$ cat src/rtl/sargantana_icache_way_writer.sv
// -----------------------------------------------------------------------------
// sargantana_icache_way_writer
//
// Write-side initiator for the instruction-cache data ways. A refill line is
// collected from the memory side as BEAT_WIDTH-bit beats (beat 0 lands in the
// least significant slice), then written in a single cycle to every way whose
// bit is set in the latched mask. A flush request runs a sweep that writes
// zero to every set of every way.
//
// Ports
//   clk_i, rstn_i          clock, asynchronous active-low reset
//   fill_start_i           start a refill (honoured only while ready_o=1)
//   fill_addr_i/fill_way_i set index and way mask, sampled with fill_start_i
//   beat_valid_i/beat_data_i/beat_ready_o   refill beat handshake
//   kill_i                 abort a refill that is still collecting beats
//   flush_i                request a zeroing sweep of all sets of all ways
//   ready_o                idle, a new fill_start_i is accepted
//   way_req_o/way_we_o     per-way request / write enable
//   way_addr_o/way_data_o  set index / line data shared by all ways
//   fill_done_o            one-cycle pulse on the line write
//   flush_done_o           one-cycle pulse on the last flush write
// -----------------------------------------------------------------------------
module sargantana_icache_way_writer #(
    parameter int ICACHE_DEPTH = 64,
    parameter int SET_WIDHT    = 256,
    parameter int ADDR_WIDHT   = 6,
    parameter int BEAT_WIDTH   = 64,
    parameter int WAYS         = 4
) (
    input  logic                  clk_i,
    input  logic                  rstn_i,
    input  logic                  fill_start_i,
    input  logic [ADDR_WIDHT-1:0] fill_addr_i,
    input  logic [WAYS-1:0]       fill_way_i,
    input  logic                  beat_valid_i,
    input  logic [BEAT_WIDTH-1:0] beat_data_i,
    output logic                  beat_ready_o,
    input  logic                  kill_i,
    input  logic                  flush_i,
    output logic                  ready_o,
    output logic [WAYS-1:0]       way_req_o,
    output logic [WAYS-1:0]       way_we_o,
    output logic [ADDR_WIDHT-1:0] way_addr_o,
    output logic [SET_WIDHT-1:0]  way_data_o,
    output logic                  fill_done_o,
    output logic                  flush_done_o
);

    localparam int NBEATS = SET_WIDHT / BEAT_WIDTH;
    localparam int BCNT_W = (NBEATS > 1) ? $clog2(NBEATS) : 1;

    typedef enum logic [1:0] {
        S_IDLE    = 2'd0,
        S_COLLECT = 2'd1,
        S_WRITE   = 2'd2,
        S_FLUSH   = 2'd3
    } state_t;

    state_t                  state_q, state_d;
    logic [ADDR_WIDHT-1:0]   fill_addr_q;
    logic [WAYS-1:0]         fill_way_q;
    logic [BCNT_W-1:0]       beat_cnt_q;
    logic [ADDR_WIDHT-1:0]   flush_cnt_q;
    logic [SET_WIDHT-1:0]    line_q;
    logic                    flush_pend_q;
    // Last address/data driven to the ways, so the shared bus stays stable
    // while the writer is idle or collecting.
    logic [ADDR_WIDHT-1:0]   hold_addr_q;
    logic [SET_WIDHT-1:0]    hold_data_q;

    logic                    flush_req;
    logic                    fill_accept;
    logic                    beat_accept;
    logic                    beat_last;
    logic                    flush_last;
    logic [NBEATS-1:0]       beat_slot_we;

    // A pending or fresh flush always beats a simultaneous fill_start_i.
    assign flush_req   = flush_i | flush_pend_q;
    assign fill_accept = (state_q == S_IDLE) & fill_start_i & ~flush_req;
    // kill_i takes priority over a beat presented in the same cycle.
    assign beat_accept = (state_q == S_COLLECT) & beat_valid_i & ~kill_i;
    assign beat_last   = (beat_cnt_q == BCNT_W'(NBEATS - 1));
    assign flush_last  = (flush_cnt_q == ADDR_WIDHT'(ICACHE_DEPTH - 1));

    // One write strobe per beat slot of the line buffer.
    generate
        for (genvar gi = 0; gi < NBEATS; gi++) begin : g_slot_we
            assign beat_slot_we[gi] = beat_accept & (beat_cnt_q == BCNT_W'(gi));
        end
    endgenerate

    // ---------------------------------------------------------------- state
    always_ff @(posedge clk_i or negedge rstn_i) begin
        if (!rstn_i) begin
            state_q <= S_IDLE;
        end else begin
            state_q <= state_d;
        end
    end

    // ----------------------------------------------------------- next state
    always_comb begin
        state_d = state_q;
        case (state_q)
            S_IDLE: begin
                if (flush_req) begin
                    state_d = S_FLUSH;
                end else if (fill_start_i) begin
                    state_d = S_COLLECT;
                end
            end
            S_COLLECT: begin
                if (kill_i) begin
                    state_d = S_IDLE;
                end else if (beat_accept && beat_last) begin
                    state_d = S_WRITE;
                end
            end
            S_WRITE: begin
                state_d = S_IDLE;
            end
            S_FLUSH: begin
                if (flush_last) begin
                    state_d = S_IDLE;
                end
            end
            default: state_d = S_IDLE;
        endcase
    end

    // -------------------------------------------------------------- outputs
    always_comb begin
        ready_o      = 1'b0;
        beat_ready_o = 1'b0;
        way_req_o    = '0;
        way_we_o     = '0;
        way_addr_o   = hold_addr_q;
        way_data_o   = hold_data_q;
        fill_done_o  = 1'b0;
        flush_done_o = 1'b0;
        case (state_q)
            S_IDLE: begin
                ready_o = 1'b1;
            end
            S_COLLECT: begin
                beat_ready_o = 1'b1;
            end
            S_WRITE: begin
                // Mask used verbatim: an all-zero mask still reports completion.
                way_req_o   = fill_way_q;
                way_we_o    = fill_way_q;
                way_addr_o  = fill_addr_q;
                way_data_o  = line_q;
                fill_done_o = 1'b1;
            end
            S_FLUSH: begin
                way_req_o    = '1;
                way_we_o     = '1;
                way_addr_o   = flush_cnt_q;
                way_data_o   = '0;
                flush_done_o = flush_last;
            end
            default: ;
        endcase
    end

    // ------------------------------------------------------------- datapath
    always_ff @(posedge clk_i or negedge rstn_i) begin
        if (!rstn_i) begin
            fill_addr_q  <= '0;
            fill_way_q   <= '0;
            beat_cnt_q   <= '0;
            flush_cnt_q  <= '0;
            line_q       <= '0;
            flush_pend_q <= 1'b0;
            hold_addr_q  <= '0;
            hold_data_q  <= '0;
        end else begin
            if (fill_accept) begin
                fill_addr_q <= fill_addr_i;
                fill_way_q  <= fill_way_i;
                beat_cnt_q  <= '0;
            end else if (beat_accept) begin
                beat_cnt_q  <= beat_cnt_q + 1'b1;
            end

            for (int i = 0; i < NBEATS; i++) begin
                if (beat_slot_we[i]) begin
                    line_q[i*BEAT_WIDTH +: BEAT_WIDTH] <= beat_data_i;
                end
            end

            // FLUSH is only ever entered from IDLE, which consumes the pending
            // request; any flush_i seen elsewhere (including during a sweep)
            // queues exactly one further sweep.
            if (state_q == S_IDLE) begin
                flush_pend_q <= 1'b0;
            end else begin
                flush_pend_q <= flush_pend_q | flush_i;
            end

            if (state_q == S_IDLE) begin
                flush_cnt_q <= '0;
            end else if (state_q == S_FLUSH) begin
                flush_cnt_q <= flush_cnt_q + 1'b1;
            end

            if ((state_q == S_WRITE) || (state_q == S_FLUSH)) begin
                hold_addr_q <= way_addr_o;
                hold_data_q <= way_data_o;
            end
        end
    end

endmodule

$ cat config.mk
export PLATFORM = sky130hd
export DESIGN_NAME = sargantana_icache_way_writer
export DESIGN_NICKNAME = d
export VERILOG_FILES = /design/src/rtl/sargantana_icache_way_writer.sv
export SDC_FILE = /design/constraint.sdc
export NUM_CORES = 1
export LEC_CHECK = 0
export BUFFER_PORTS_ARGS = -buffer_cell sky130_fd_sc_hd__clkbuf_2
export CORE_MARGIN = 2
export CORE_UTILIZATION = 52
export CTS_CLUSTER_SIZE = 24
export DETAILED_ROUTE_END_ITERATION = 6
export GPL_ROUTABILITY_DRIVEN = 0
export PLACE_DENSITY = 0.89
export SLEW_MARGIN = 30
export SYNTH_ARGS = -nofsm -noshare
export SYNTH_HDL_FRONTEND = slang
export SYNTH_SLANG_ARGS = --single-unit
$ cat constraint.sdc
create_clock -name clk_i -period 1.6 [get_ports clk_i]
set_clock_uncertainty 0.05 [all_clocks]
set_input_delay 0.16 -clock clk_i [delete_from_list [all_inputs] [get_ports clk_i]]
set_output_delay 0.16 -clock clk_i [all_outputs]
set_load 0.01 [all_outputs]
* Yosys cells after proc, flatten, opt, wreduce, memory -nomap -nowiden
Cells that the tools add are included.
W data, S select, Z words.
** Storage, ports and cells
- Flip-flop bits (word level) :: 539
- Bits in latches :: 0
- Memory bits (writable) :: 0
- Memory bits (read-only) :: 0
- Bits of input ports :: 80
- Output and inout bits :: 274
- Word-level logic and storage cells :: 60
- Memories :: 0
** Operators by class
- Add/sub/neg operators :: 2
- Multipliers :: 0
- Divide/modulo/power cells :: 0
- Magnitude comparators :: 0
- Equality and inequality tests :: 10
- Shifts and indexed selects :: 0
- Muxes and demuxes :: 18
- Bitwise logic cells :: 11
- Reductions and logical operators :: 7
** Operators with widths (count)
- $pmux W256 S2 :: 1
- $mux W2 :: 7
- $mux W6 :: 2
- $pmux W6 S2 :: 1
- $and A1 B1 Y1 :: 8
- $eq A2 B2 Y1 const B :: 4
- $pmux W2 S4 :: 1
- $pmux W4 S2 :: 1
- $add A6 B1 Y6 const B :: 1
- $eq A6 B6 Y1 const B :: 1
- $mux W1 :: 5
- $eq A2 B1 Y1 const B :: 2
- $logic_not A2 Y1 :: 2
- $reduce_bool A2 Y1 :: 2
- $ne A3 B2 Y1 const B :: 1
- $ne A3 B3 Y1 const B :: 1
- $reduce_and A3 Y1 :: 1
- $add A2 B1 Y2 const B :: 1
- $ne A2 B2 Y1 const B :: 1
- $not A1 Y1 :: 2
- $logic_and A1 B1 Y1 :: 1
- $logic_or A1 B1 Y1 :: 1
- $or A1 B1 Y1 :: 1

* Depth between registers and ports, before layout
- Depth in word-level cells :: 7
- Mapped depth :: 8
- Gate-level depth less buffers :: 6

* Worst setup path before layout
OpenSTA, ideal clock, no wires.
- Path type :: register to output
- Start :: register state_q[0]
- End :: output port way_we_o[0]
- Data arrival time :: 1.756 ns
- Path slack :: -0.366 ns
- Stages on the path, launching flop included :: 8
- Path buffers :: 4
- Path through :: dfrtp_1 > inv_1 > ha_1 > buf_2 > clkbuf_1 > buf_1 > a21o_1 > buf_4
** Between the ends
- Cells in the longest elaborated chain, start to end :: 2
** Ends and longest elaborated chain
- from (decl) :: line 59 : state_t state_q, state_d;
- from (signal assigned) :: line 98 : state_q <= state_d;
- $eq A2 B2 Y1
- $pmux W4 S2 *
- to (decl) :: line 42 : output logic [WAYS-1:0] way_we_o,
Mark *: on every way between the ends. The rest lies on a longest branch, timed or not.

* Worst setup path in the final report
- Start :: register state_q[1]
- End :: output port way_data_o[136]
** Between the ends
- Cells in the longest elaborated chain, start to end :: 2
** Ends and longest elaborated chain
- $eq A2 B2 Y1 :: line 142 : case (state_q)
- $pmux W256 S2 * :: line 142
- to (decl) :: line 44 : output logic [SET_WIDHT-1:0] way_data_o,
Marked as above.

==> results_dict.tcl <==
set metrics [dict create \
    outcome "complete, but fails checks" \
    violations "negative setup slack" \
    power.leakage_nw 15.4 \
    dr.pass1.iters 5 \
    wire_per_inst_um 24.1 \
    area_growth_pct 27.5 \
    crit_start "state_q[1]" \
    postPlaceCellArea_mm2 0.0266 \
    antenna_found_initial 0 \
    r2r-end "line_q[165]" \
    grt_pass1_wl_mm 103 \
    power.density_mw_per_mm2 2230 \
    pre_cts_slack_ps -316 \
    clk_latency_ps 600 \
    routed_via_density 6.19 \
    min_period_over_period 1.56 \
    ys_types 33 \
    synth.net_count 1659 \
    cp_max_fo 34 \
    ys_ff_latch 539 \
    reg2reg_depth 8 \
    grt_overflow 0 \
    cp_cell_sequence "buf_6 -> ha_4 -> nor2_4 -> buf_12 -> buf_16 -> a22o_1 -> clkbuf_2" \
    r2r_setup_slack_ps -450 \
    drive_gt1_frac 0.433 \
    grt_max_degree 69 \
    fp-row-count 77 \
    rsz0062_at_grt "true" \
    h-tree-depth 2 \
    dpl.hpwl_mm 40.4 \
    holdCritPathClass "in2async" \
    ys_seq_area_frac 0.581 \
    finalInstanceArea_mm2 0.0296 \
    grt.total_usage 0.280 \
    vias 16800 \
    fmax_mhz 400 \
    clk_pin_slew_ps 60 \
    path_depth 7 \
    wl_mm 65.7 \
    port_buffers 353 \
    slew_headroom 0.713 \
    maxCapViolations 0 \
    worst_path_max_delay_cell "dfrtp_1" \
    worstSetupEndpointType "output pin" \
    fin_ws_ps -900 \
    setup_viol 675 \
    period_needed_ps 2500 \
    initial_core_util 0.526 \
    grt_pass1_vias 17600 \
    crit_family "buffers and inverters" \
    fin_nets 2172 \
    die_x_um 215 \
    antenna_left 0 \
    cpPeakStageDelay_ps 410 \
    die-area_mm2 0.0464 \
    required_ps 1390 \
    clock-sinks 539 \
    power_mw 66.0 \
    synthCells 1570 \
    antenna_cells 0 \
    critPathKind "reg2out" \
    syn_avg_cell_area_um2 14.8 \
    cp.arrival_ps 2290 \
    drc 0 \
    cts_tree "yes" \
    die_h_um 215 \
    fin_util 0.671 \
    syn_area_mm2 0.0232 \
    startpoint_type "flop" \
    drv_slew 0 \
    clock-root-buffer "clkbuf_16" \
    core_mm2 0.0441 \
    peakVddDrop_mv 1.55 \
    drtIter0Drc 1547 \
    cp_num_buf_inv 4 \
    worstMarginPinSlew_ps 431 \
    worstReg2RegStart "state_q[1]" \
    placedCellCount 2531 \
    finish.cell_count_without_fillers 2719 \
    io_pins 354 \
    cts_made_buffers 53 \
    finalHoldViolations 0 \
    ys_warn_count 0 \
    clock_path_buffers 3 \
]
-- layout by cell type (no fill, tap or decap), types with 14 or more instances in the layout --
master / netlist / routed
buf_12: 19 / 43
buf_4: 4 / 119
clkbuf_16: 0 / 57
a22o_1: 502 / 500
mux2_4: 180 / 180
o21ai_0: 20 / 15
clkinv_2: 0 / 18
mux2_2: 88 / 88
clkbuf_2: 1 / 332
nand2_1: 30 / 25
dlygate4sd3_1: 0 / 77
dfrtp_1: 539 / 539
buf_2: 56 / 14
-- cell type report --
type / instances / area [µm²]
Timing Repair Buffer: 607 / 4660
Multi-Input combinational cell: 876 / 8880
Tap cell: 592 / 741
Clock inverter: 32 / 333
Inverter: 6 / 22.5
Fill cell: 2812 / 14500
Clock buffer: 67 / 1490
Sequential cell: 539 / 13500
-- how the worst max path moves through the flow --
stage	end	slack [ps]
after floorplan	line_q[100]	-210
after global placement	line_q[145]	-290
after detailed placement	way_data_o[190]	-320
after CTS	way_data_o[136]	-910
after global routing	way_data_o[136]	-990
final	way_data_o[136]	-900
-- flip-flops by register name, indices dropped and copies added, names as in the netlist --
| register | cells |
|---|---|
| beat_cnt_q | 2 |
| fill_addr_q | 6 |
| fill_way_q | 4 |
| flush_cnt_q | 6 |
| flush_pend_q | 1 |
| hold_addr_q | 6 |
| hold_data_q | 256 |
| line_q | 256 |
| state_q | 2 |
-- through the flow --
step	TNS, ps	hold slack [ps]
after floorplan	-69220	-186
after global placement	-121730	44.5
after detailed placement	-136730	51.7
after CTS	-333240	6.05
after global routing	-369310	31.2
final	-326370	29.2
-- layer usage --
layer / global-route usage / wire length, µm
met5: 0 / 0
met4: 0.103 / 2480
met3: 0.0561 / 4800
met2: 0.463 / 32500
met1: 0.367 / 25900
-- Yosys cell counts --
master | instances | area (µm²)
a21o_1 | 4 | 30.0
clkbuf_1 | 63 | 236
nor2_2 | 1 | 6.26
o21ai_0 | 20 | 100
dfrtp_1 | 539 | 13500
buf_1 | 6 | 22.5
a22o_1 | 502 | 4400
clkbuf_2 | 1 | 5.00
a31oi_1 | 2 | 12.5
buf_2 | 56 | 280
nand4_1 | 1 | 6.26
or2_2 | 1 | 6.26
nand3_1 | 4 | 20.0
nand2_1 | 30 | 113
mux2_4 | 180 | 2700
nand2_8 | 3 | 60.1
buf_4 | 4 | 30.0
o211ai_1 | 1 | 7.51
mux2_2 | 88 | 991
inv_1 | 6 | 22.5
nand3_2 | 1 | 10.0
and2_4 | 1 | 8.76
o31ai_1 | 2 | 15.0
nand2b_1 | 7 | 43.8
nor2_1 | 8 | 30.0
a21oi_1 | 2 | 10.0
xnor2_1 | 1 | 8.76
mux2i_1 | 1 | 10.0
nor2b_4 | 1 | 13.8
ha_1 | 9 | 113
buf_12 | 19 | 380
and3_1 | 1 | 6.26
a22oi_1 | 5 | 37.5
-- worst reg2reg max path: stages, from the launching register on --
cell	delay, ps
dfrtp_1	410
buf_4	150
inv_2	70
ha_4	120
nor2b_4	140
and2_4	260
nand2_8	180
buf_12	230
mux2_4	320
-- power breakdown --
part	internal (mW)	total [mW]	switching [mW]
combinational	15.0	29.0	14.1
sequential	19.3	23.9	4.60
clock	7.58	13.0	5.46
total	41.8	66.0	24.1
-- repair_timing --
action / 4_1_cts / 5_1_grt
cloned: 5 / 2
hold buffers: 77 / 0
pin swaps: 13 / 5
hold endpoints to repair: 707 / 0
buffers inserted: 3 / 2
endpoints found under the setup margin: 741 / 773
gates resized for setup: 22 / 40
-- kinds of logic after synthesis --
family | share of synthesized area
AO/OA/AOI/OAI | 0.198
XOR/XNOR | 0.000377
adder cells (fa/ha/maj) | 0.00485
buffers and inverters | 0.0421
flip-flops | 0.581
multiplexers | 0.159
AND/OR/NAND/NOR | 0.0140
No activity file was read; power rests on OpenSTA's default activity.
